$ cat src/rtl/ccff_chain_loader_if.sv
//------------------------------------------------------------------------------
// Module : ccff_chain_loader_if
// Brief  : Bitstream word handshake plus serial ccff chain signals for the
//          configuration chain loader.
// Rev    : 1.0  initial release
//------------------------------------------------------------------------------
`default_nettype none

interface ccff_chain_loader_if #(
  parameter int DATA_W = 8
);

  // Load request and bitstream word handshake
  logic              start;
  logic [DATA_W-1:0] word_in;
  logic              word_valid;
  logic              word_ready;

  // Serial chain connection
  logic              ccff_head;
  logic              shift_en;
  logic              ccff_tail;

  // Status
  logic              busy;
  logic              done;
  logic              error;

  // Bitstream source / chain side (drives requests and the chain tail)
  modport master (
    output start,
    output word_in,
    output word_valid,
    output ccff_tail,
    input  word_ready,
    input  ccff_head,
    input  shift_en,
    input  busy,
    input  done,
    input  error
  );

  // Loader side
  modport slave (
    input  start,
    input  word_in,
    input  word_valid,
    input  ccff_tail,
    output word_ready,
    output ccff_head,
    output shift_en,
    output busy,
    output done,
    output error
  );

endinterface

`default_nettype wire

$ cat src/rtl/ccff_chain_loader.sv
//------------------------------------------------------------------------------
// Module : ccff_chain_loader
// Brief  : Serialises a word-wide bitstream MSB-first into a ccff configuration
//          chain, keeps a mirror of the loaded image, then circulates the image
//          once more through the chain to read it back and flag mismatches.
// Rev    : 1.0  initial release
//------------------------------------------------------------------------------
`default_nettype none

module ccff_chain_loader #(
  parameter int CHAIN_LEN = 25,
  parameter int DATA_W    = 8
) (
  input  logic                 prog_clk,
  input  logic                 pReset,
  ccff_chain_loader_if.slave   io
);

  // Number of words that cover the whole chain; the tail of the last word is
  // surplus and gets dropped.
  localparam int NWORDS = (CHAIN_LEN + DATA_W - 1) / DATA_W;
  localparam int CNT_W  = $clog2(CHAIN_LEN + 1);
  localparam int HCNT_W = $clog2(DATA_W + 1);
  localparam int WCNT_W = $clog2(NWORDS + 1);

  localparam logic [CNT_W-1:0]  CNT_ZERO  = '0;
  localparam logic [CNT_W-1:0]  CNT_ONE   = CNT_W'(1);
  localparam logic [CNT_W-1:0]  CNT_LAST  = CNT_W'(CHAIN_LEN - 1);
  localparam logic [CNT_W-1:0]  CNT_FULL  = CNT_W'(CHAIN_LEN);
  localparam logic [HCNT_W-1:0] HCNT_ZERO = '0;
  localparam logic [HCNT_W-1:0] HCNT_ONE  = HCNT_W'(1);
  localparam logic [HCNT_W-1:0] HCNT_FULL = HCNT_W'(DATA_W);
  localparam logic [WCNT_W-1:0] WCNT_ONE  = WCNT_W'(1);
  localparam logic [WCNT_W-1:0] WCNT_MAX  = WCNT_W'(NWORDS);

  typedef enum logic [1:0] {
    ST_IDLE   = 2'd0,
    ST_LOAD   = 2'd1,
    ST_VERIFY = 2'd2,
    ST_DONE   = 2'd3
  } state_t;

  state_t              state;
  state_t              state_nxt;

  // Datapath registers
  logic [DATA_W-1:0]    hold_reg;   // current word, next bit at the MSB
  logic [HCNT_W-1:0]    hold_cnt;   // bits still waiting in hold_reg
  logic [WCNT_W-1:0]    word_cnt;   // words accepted in this load
  logic [CNT_W-1:0]     bit_cnt;    // shifts done in the current phase
  logic [CHAIN_LEN-1:0] mirror;     // copy of the chain; [CHAIN_LEN-1] is the tail
  logic                 head_q;
  logic                 shift_q;
  logic                 error_q;
  logic                 done_q;

  // Decodes
  logic hold_empty;
  logic hold_last;
  logic load_shift;
  logic load_last;
  logic ready;
  logic word_take;
  logic verify_shift;
  logic verify_cmp;
  logic verify_end;
  logic mirror_tail;

  // Per-cycle decisions for the LOAD and VERIFY phases
  always_comb begin
    hold_empty   = (hold_cnt == HCNT_ZERO);
    hold_last    = (hold_cnt == HCNT_ONE);
    mirror_tail  = mirror[CHAIN_LEN-1];
    load_shift   = (state == ST_LOAD) && !hold_empty;
    load_last    = load_shift && (bit_cnt == CNT_LAST);
    // A word may land on the same edge the final held bit leaves.
    ready        = (state == ST_LOAD) && (hold_empty || hold_last) &&
                   (word_cnt < WCNT_MAX);
    word_take    = ready && io.word_valid;
    verify_shift = (state == ST_VERIFY) && (bit_cnt != CNT_FULL);
    // The chain tail lags the registered head by one cycle, so the first
    // VERIFY cycle has nothing valid to compare and the cycle after the last
    // VERIFY shift does.
    verify_cmp   = (state == ST_VERIFY) && (bit_cnt != CNT_ZERO);
    verify_end   = (state == ST_VERIFY) && (bit_cnt == CNT_FULL);
  end

  // State register
  always_ff @(posedge prog_clk or posedge pReset) begin
    if (pReset) begin
      state <= ST_IDLE;
    end else begin
      state <= state_nxt;
    end
  end

  // Next-state logic
  always_comb begin
    state_nxt = state;
    unique case (state)
      ST_IDLE:   if (io.start) state_nxt = ST_LOAD;
      ST_LOAD:   if (load_last) state_nxt = ST_VERIFY;
      ST_VERIFY: if (verify_end) state_nxt = ST_DONE;
      ST_DONE:   state_nxt = ST_IDLE;
      default:   state_nxt = ST_IDLE;
    endcase
  end

  // Holding register, counters, mirror and registered chain/status outputs
  always_ff @(posedge prog_clk or posedge pReset) begin
    if (pReset) begin
      hold_reg <= '0;
      hold_cnt <= '0;
      word_cnt <= '0;
      bit_cnt  <= '0;
      mirror   <= '0;
      head_q   <= 1'b0;
      shift_q  <= 1'b0;
      error_q  <= 1'b0;
      done_q   <= 1'b0;
    end else begin
      shift_q <= 1'b0;
      done_q  <= 1'b0;
      unique case (state)
        ST_IDLE: begin
          if (io.start) begin
            error_q  <= 1'b0;
            bit_cnt  <= '0;
            hold_cnt <= '0;
            hold_reg <= '0;
            word_cnt <= '0;
          end
        end
        ST_LOAD: begin
          // Stall cycles (empty holder) leave head, counter and mirror alone.
          if (load_shift) begin
            head_q   <= hold_reg[DATA_W-1];
            shift_q  <= 1'b1;
            mirror   <= {mirror[CHAIN_LEN-2:0], hold_reg[DATA_W-1]};
            hold_reg <= hold_reg << 1;
            hold_cnt <= hold_cnt - HCNT_ONE;
            bit_cnt  <= bit_cnt + CNT_ONE;
            if (load_last) begin
              // Chain is full: drop the surplus bits of the final word.
              bit_cnt  <= '0;
              hold_cnt <= '0;
            end
          end
          if (word_take) begin
            hold_reg <= io.word_in;
            hold_cnt <= HCNT_FULL;
            word_cnt <= word_cnt + WCNT_ONE;
          end
        end
        ST_VERIFY: begin
          // Recirculate the mirror so the chain ends up with the same image.
          if (verify_shift) begin
            head_q  <= mirror_tail;
            shift_q <= 1'b1;
            mirror  <= {mirror[CHAIN_LEN-2:0], mirror_tail};
            bit_cnt <= bit_cnt + CNT_ONE;
          end
          // head_q still holds the bit expected at the chain tail this cycle.
          if (verify_cmp && (io.ccff_tail != head_q)) begin
            error_q <= 1'b1;
          end
          if (verify_end) begin
            done_q  <= 1'b1;
            bit_cnt <= '0;
          end
        end
        ST_DONE: begin
        end
        default: begin
        end
      endcase
    end
  end

  // Output drive
  always_comb begin
    io.word_ready = ready;
    io.ccff_head  = head_q;
    io.shift_en   = shift_q;
    io.busy       = (state == ST_LOAD) || (state == ST_VERIFY);
    io.done       = done_q;
    io.error      = error_q;
  end

endmodule

`default_nettype wire
$ cat src/flat_wrapper.sv
// flat-port wrapper written by rule: the top's interface ports become plain ports
module ccff_chain_loader_flat 
#(
  parameter int CHAIN_LEN = 25,
  parameter int DATA_W    = 8
)
  (prog_clk, pReset, io_start, io_word_in, io_word_valid, io_ccff_tail, io_word_ready, io_ccff_head, io_shift_en, io_busy, io_done, io_error);
  ccff_chain_loader_if #(.DATA_W(DATA_W)) io_i ();
  input  logic prog_clk;
  input  logic pReset;
  input wire logic [$bits(io_i.start)-1:0] io_start;
  input wire logic [$bits(io_i.word_in)-1:0] io_word_in;
  input wire logic [$bits(io_i.word_valid)-1:0] io_word_valid;
  input wire logic [$bits(io_i.ccff_tail)-1:0] io_ccff_tail;
  output wire logic [$bits(io_i.word_ready)-1:0] io_word_ready;
  output wire logic [$bits(io_i.ccff_head)-1:0] io_ccff_head;
  output wire logic [$bits(io_i.shift_en)-1:0] io_shift_en;
  output wire logic [$bits(io_i.busy)-1:0] io_busy;
  output wire logic [$bits(io_i.done)-1:0] io_done;
  output wire logic [$bits(io_i.error)-1:0] io_error;
  assign io_i.start = io_start;
  assign io_i.word_in = io_word_in;
  assign io_i.word_valid = io_word_valid;
  assign io_i.ccff_tail = io_ccff_tail;
  assign io_word_ready = io_i.word_ready;
  assign io_ccff_head = io_i.ccff_head;
  assign io_shift_en = io_i.shift_en;
  assign io_busy = io_i.busy;
  assign io_done = io_i.done;
  assign io_error = io_i.error;
  ccff_chain_loader #(.CHAIN_LEN(CHAIN_LEN), .DATA_W(DATA_W)) u_core (.prog_clk(prog_clk), .pReset(pReset), .io(io_i));
endmodule
$ cat config.mk
export PLATFORM = sky130hd
export DESIGN_NAME = ccff_chain_loader_flat
export DESIGN_NICKNAME = d
export VERILOG_FILES = /design/src/rtl/ccff_chain_loader_if.sv /design/src/rtl/ccff_chain_loader.sv /design/src/flat_wrapper.sv
export SDC_FILE = /design/constraint.sdc
export NUM_CORES = 1
export LEC_CHECK = 0
export BUFFER_PORTS_ARGS = -buffer_cell sky130_fd_sc_hd__buf_2
export CAP_MARGIN = 15
export CORE_UTILIZATION = 25
export CTS_CLUSTER_SIZE = 28
export DETAILED_ROUTE_END_ITERATION = 10
export PLACE_DENSITY_LB_ADDON = 0.1
export SLEW_MARGIN = 20
export SYNTH_ARGS = -nofsm -noshare
export SYNTH_HDL_FRONTEND = slang
export SYNTH_SLANG_ARGS = --single-unit
$ cat constraint.sdc
create_clock -name prog_clk -period 5.9 [get_ports prog_clk]
set_clock_uncertainty 0.2 [all_clocks]
set_input_delay 0.295 -clock prog_clk [delete_from_list [all_inputs] [get_ports prog_clk]]
set_output_delay 0.295 -clock prog_clk [all_outputs]
set_load 0.01 [all_outputs]
==> impl_results.md <==
* RSZ-0062 raised after global routing: no
* Worst-skew pair later-pin latency at 310 ps
* DR pass1 iterations at 4
* Leakage power at 1.33 nW
* Most common cell in the synthesized netlist: dfrtp_1
* Post-DP HPWL at 3400 um
* P per Cell Area at 493 mW/mm2
* Initial core utilization at 0.260
* Final count of pins violating max slew at 0
* CTS tree: yes
* Largest net degree at the start of global routing at 51
* Synth Net Count at 223
* Number of antenna diodes at 0
* Global route total overflow at 0
* Via-to-Cell Ratio at 4.60
* F_max at 348 MHz
* Util after Layout at 0.297
* Area of the multi-input gates at 0.00109 mm2
* Overall Global Routing Usage at 0.108
* Placer's final routability congestion estimate at 0.660
* Max reg flops at 25
* Final Hold Viols at 0
* Port bufs at 18
* Die span in x at 100 um
* Clock slew at reported path FFs at 100 ps
* Relative slew slack at 0.318
* Worst Hold Class: in -> reg
* Synth-to-Final Area Change at 14.2%
* Clock root buffer: clkbuf_8
* Synth unique cells at 45
* Arr. time, crit path at 2880 ps
* Hold-fix buffers, CTS at 1
* ANT nets after route at 0
* Final setup vio count at 0
* Share of layout cells above drive strength 1 at 0.260
* Pwr Total at 0.00136 W
* IR drop worst, VDD at 0.213 mV
* H-Tree Depth at 2
* Total Die Area at 0.0101 mm2
* Routed len/inst at 14.0 um
* Die H at 100 um
* Area fraction of the dominant cell type after synthesis at 0.517
* Synth top cells by count: dfrtp_1, mux2_2, o21ai_0
* First-pass GRT wire length at 8400 um
* Setup tns final at 0 ps
* Worst Setup End Kind: flip-flop
* Core ar. at 0.00933 mm2
* Buffers from clock root to sink, at most at 2
* WP data required at 5910 ps
* Register Area at 0.00125 mm2
* Async S/R FF share, synth at 1.00
* CP max FO at 13
* Post-Syn Area at 0.00242 mm2
* Total CTS buffers at 5
* Critical path class: reg -> reg
* DR iter-0 viols at 40
* # Post-CTS Setup Buffers at 0
* Via count at 1619
* Initial antenna violation count at 0
* Worst slew pin tran at 1020 ps
* Post-Synthesis Cells at 200
* Max-Cap Viols at 0
* Yosys Warn Count at 0
* Prevailing post-synth register cell: dfrtp_1
* Post-route minimum period at 2870 ps
* FILL cells at 962
* Number of global-route vias before repair at 1683
* Nets at 245
* CTS sink cnt at 50
* EDFF count, synth at 0
* WL final at 4920 um
* Sequential area share after synthesis at 0.517
* Synth Register Bits at 50
* Syn Area/Cell at 12.1 um2
* Post-CTS resize count at 0
* Synth top area cells: dfrtp_1, mux2_2, ha_1, mux2i_1, o21ai_0
* Tcrit/Tclk final at 0.486
* Cell taking the most area after synthesis: dfrtp_1
* Crit start category: flip-flop
* # DRC at 0
* Status: finished, final reports clean
* FP Rows at 35
* Top Ports at 19
-- where the power goes --
group,leakage [nW],internal [W],switching (W)
clock,0.0502,0.0000882,0.000129
sequential,0.687,0.000443,0.0000662
combinational,0.596,0.000278,0.000358
-- layer usage --
| layer | vias to the layer above | track usage | routed length, um |
|---|---|---|---|
| met4 | 0 | 0.0301 | 43 |
| met5 | - | 0 | 0 |
| met3 | 2 | 0.0327 | 152 |
| met1 | 813 | 0.143 | 2550 |
| li1 | 782 | - | - |
| met2 | 22 | 0.169 | 2170 |
-- critical path, cell delays in order, from the launching register on --
cell	delay, ps
dfrtp_1	420
inv_1	90
ha_1	410
nor4b_4	350
a32oi_1	420
or4_4	620
o311ai_1	260
-- cells in the final DEF, fill, tap and decap left out, drive strengths merged, types with 3 or more instances in the layout --
master   Yosys  routed
clkbuf       3       5
nand2        7       7
nand3        4       4
o2bb2ai      3       3
buf          4      21
mux2        25      25
and3         4       4
inv         11      12
o21ai       16      16
or2          3       3
nor2         6       6
mux2i        9       9
ha          10      10
nor2b        3       3
o31ai        8       8
a22o         5       5
dfrtp       50      50
-- logic make-up after synthesis --
family                   count (synthesis)  synth area share
AND/OR/NAND/NOR                         41             0.107
XOR/XNOR                                 1           0.00362
AO/OA/AOI/OAI                           46             0.135
buffers and inverters                   18            0.0325
flip-flops                              50             0.517
adder cells (fa/ha/maj)                 10            0.0517
multiplexers                            34             0.153
-- per-stage QoR --
stage,hold slack [ps],instance area [um2],cells,setup slack (ps)
final,7.06,2770,352,3030
after global routing,12.8,2770,352,2870
after CTS,4.35,2770,352,3060
after detailed placement,285,2660,343,3070
after global placement,287,2660,343,3140
after floorplan,228,2420,200,3670
-- worst paths after layout --
| kind | start | endpoint | slack (ps) | cells after the start |
|---|---|---|---|---|
| max | u_core.state[1]$_DFFE_PP0P_ | u_core.hold_cnt[2]$_DFFE_PP0P_ | 3030 | 6 |
| min | io_word_in[0] | u_core.hold_reg[0]$_DFFE_PP0P_ | 7 | 3 |
| max reg2reg | u_core.state[1]$_DFFE_PP0P_ | u_core.hold_cnt[2]$_DFFE_PP0P_ | 3030 | 6 |
| min reg2reg | u_core.hold_reg[0]$_DFFE_PP0P_ | u_core.hold_reg[0]$_DFFE_PP0P_ | 310 | 2 |
| max in group asynchronous | pReset | u_core.state[0]$_DFFE_PP0P_ | 4570 | 4 |
| min in group asynchronous | pReset | u_core.mirror[16]$_DFFE_PP0P_ | 490 | 4 |
-- area by class of cell --
class / count / share of cell area
Tap cell: 129 / 0.0583
Clock inverter: 3 / 0.0104
Clock buffer: 5 / 0.0249
Timing Repair Buffer: 22 / 0.0443
Sequential cell: 50 / 0.452
Inverter: 11 / 0.0149
Multi-Input combinational cell: 132 / 0.395
(Power assumes the default switching activity.)
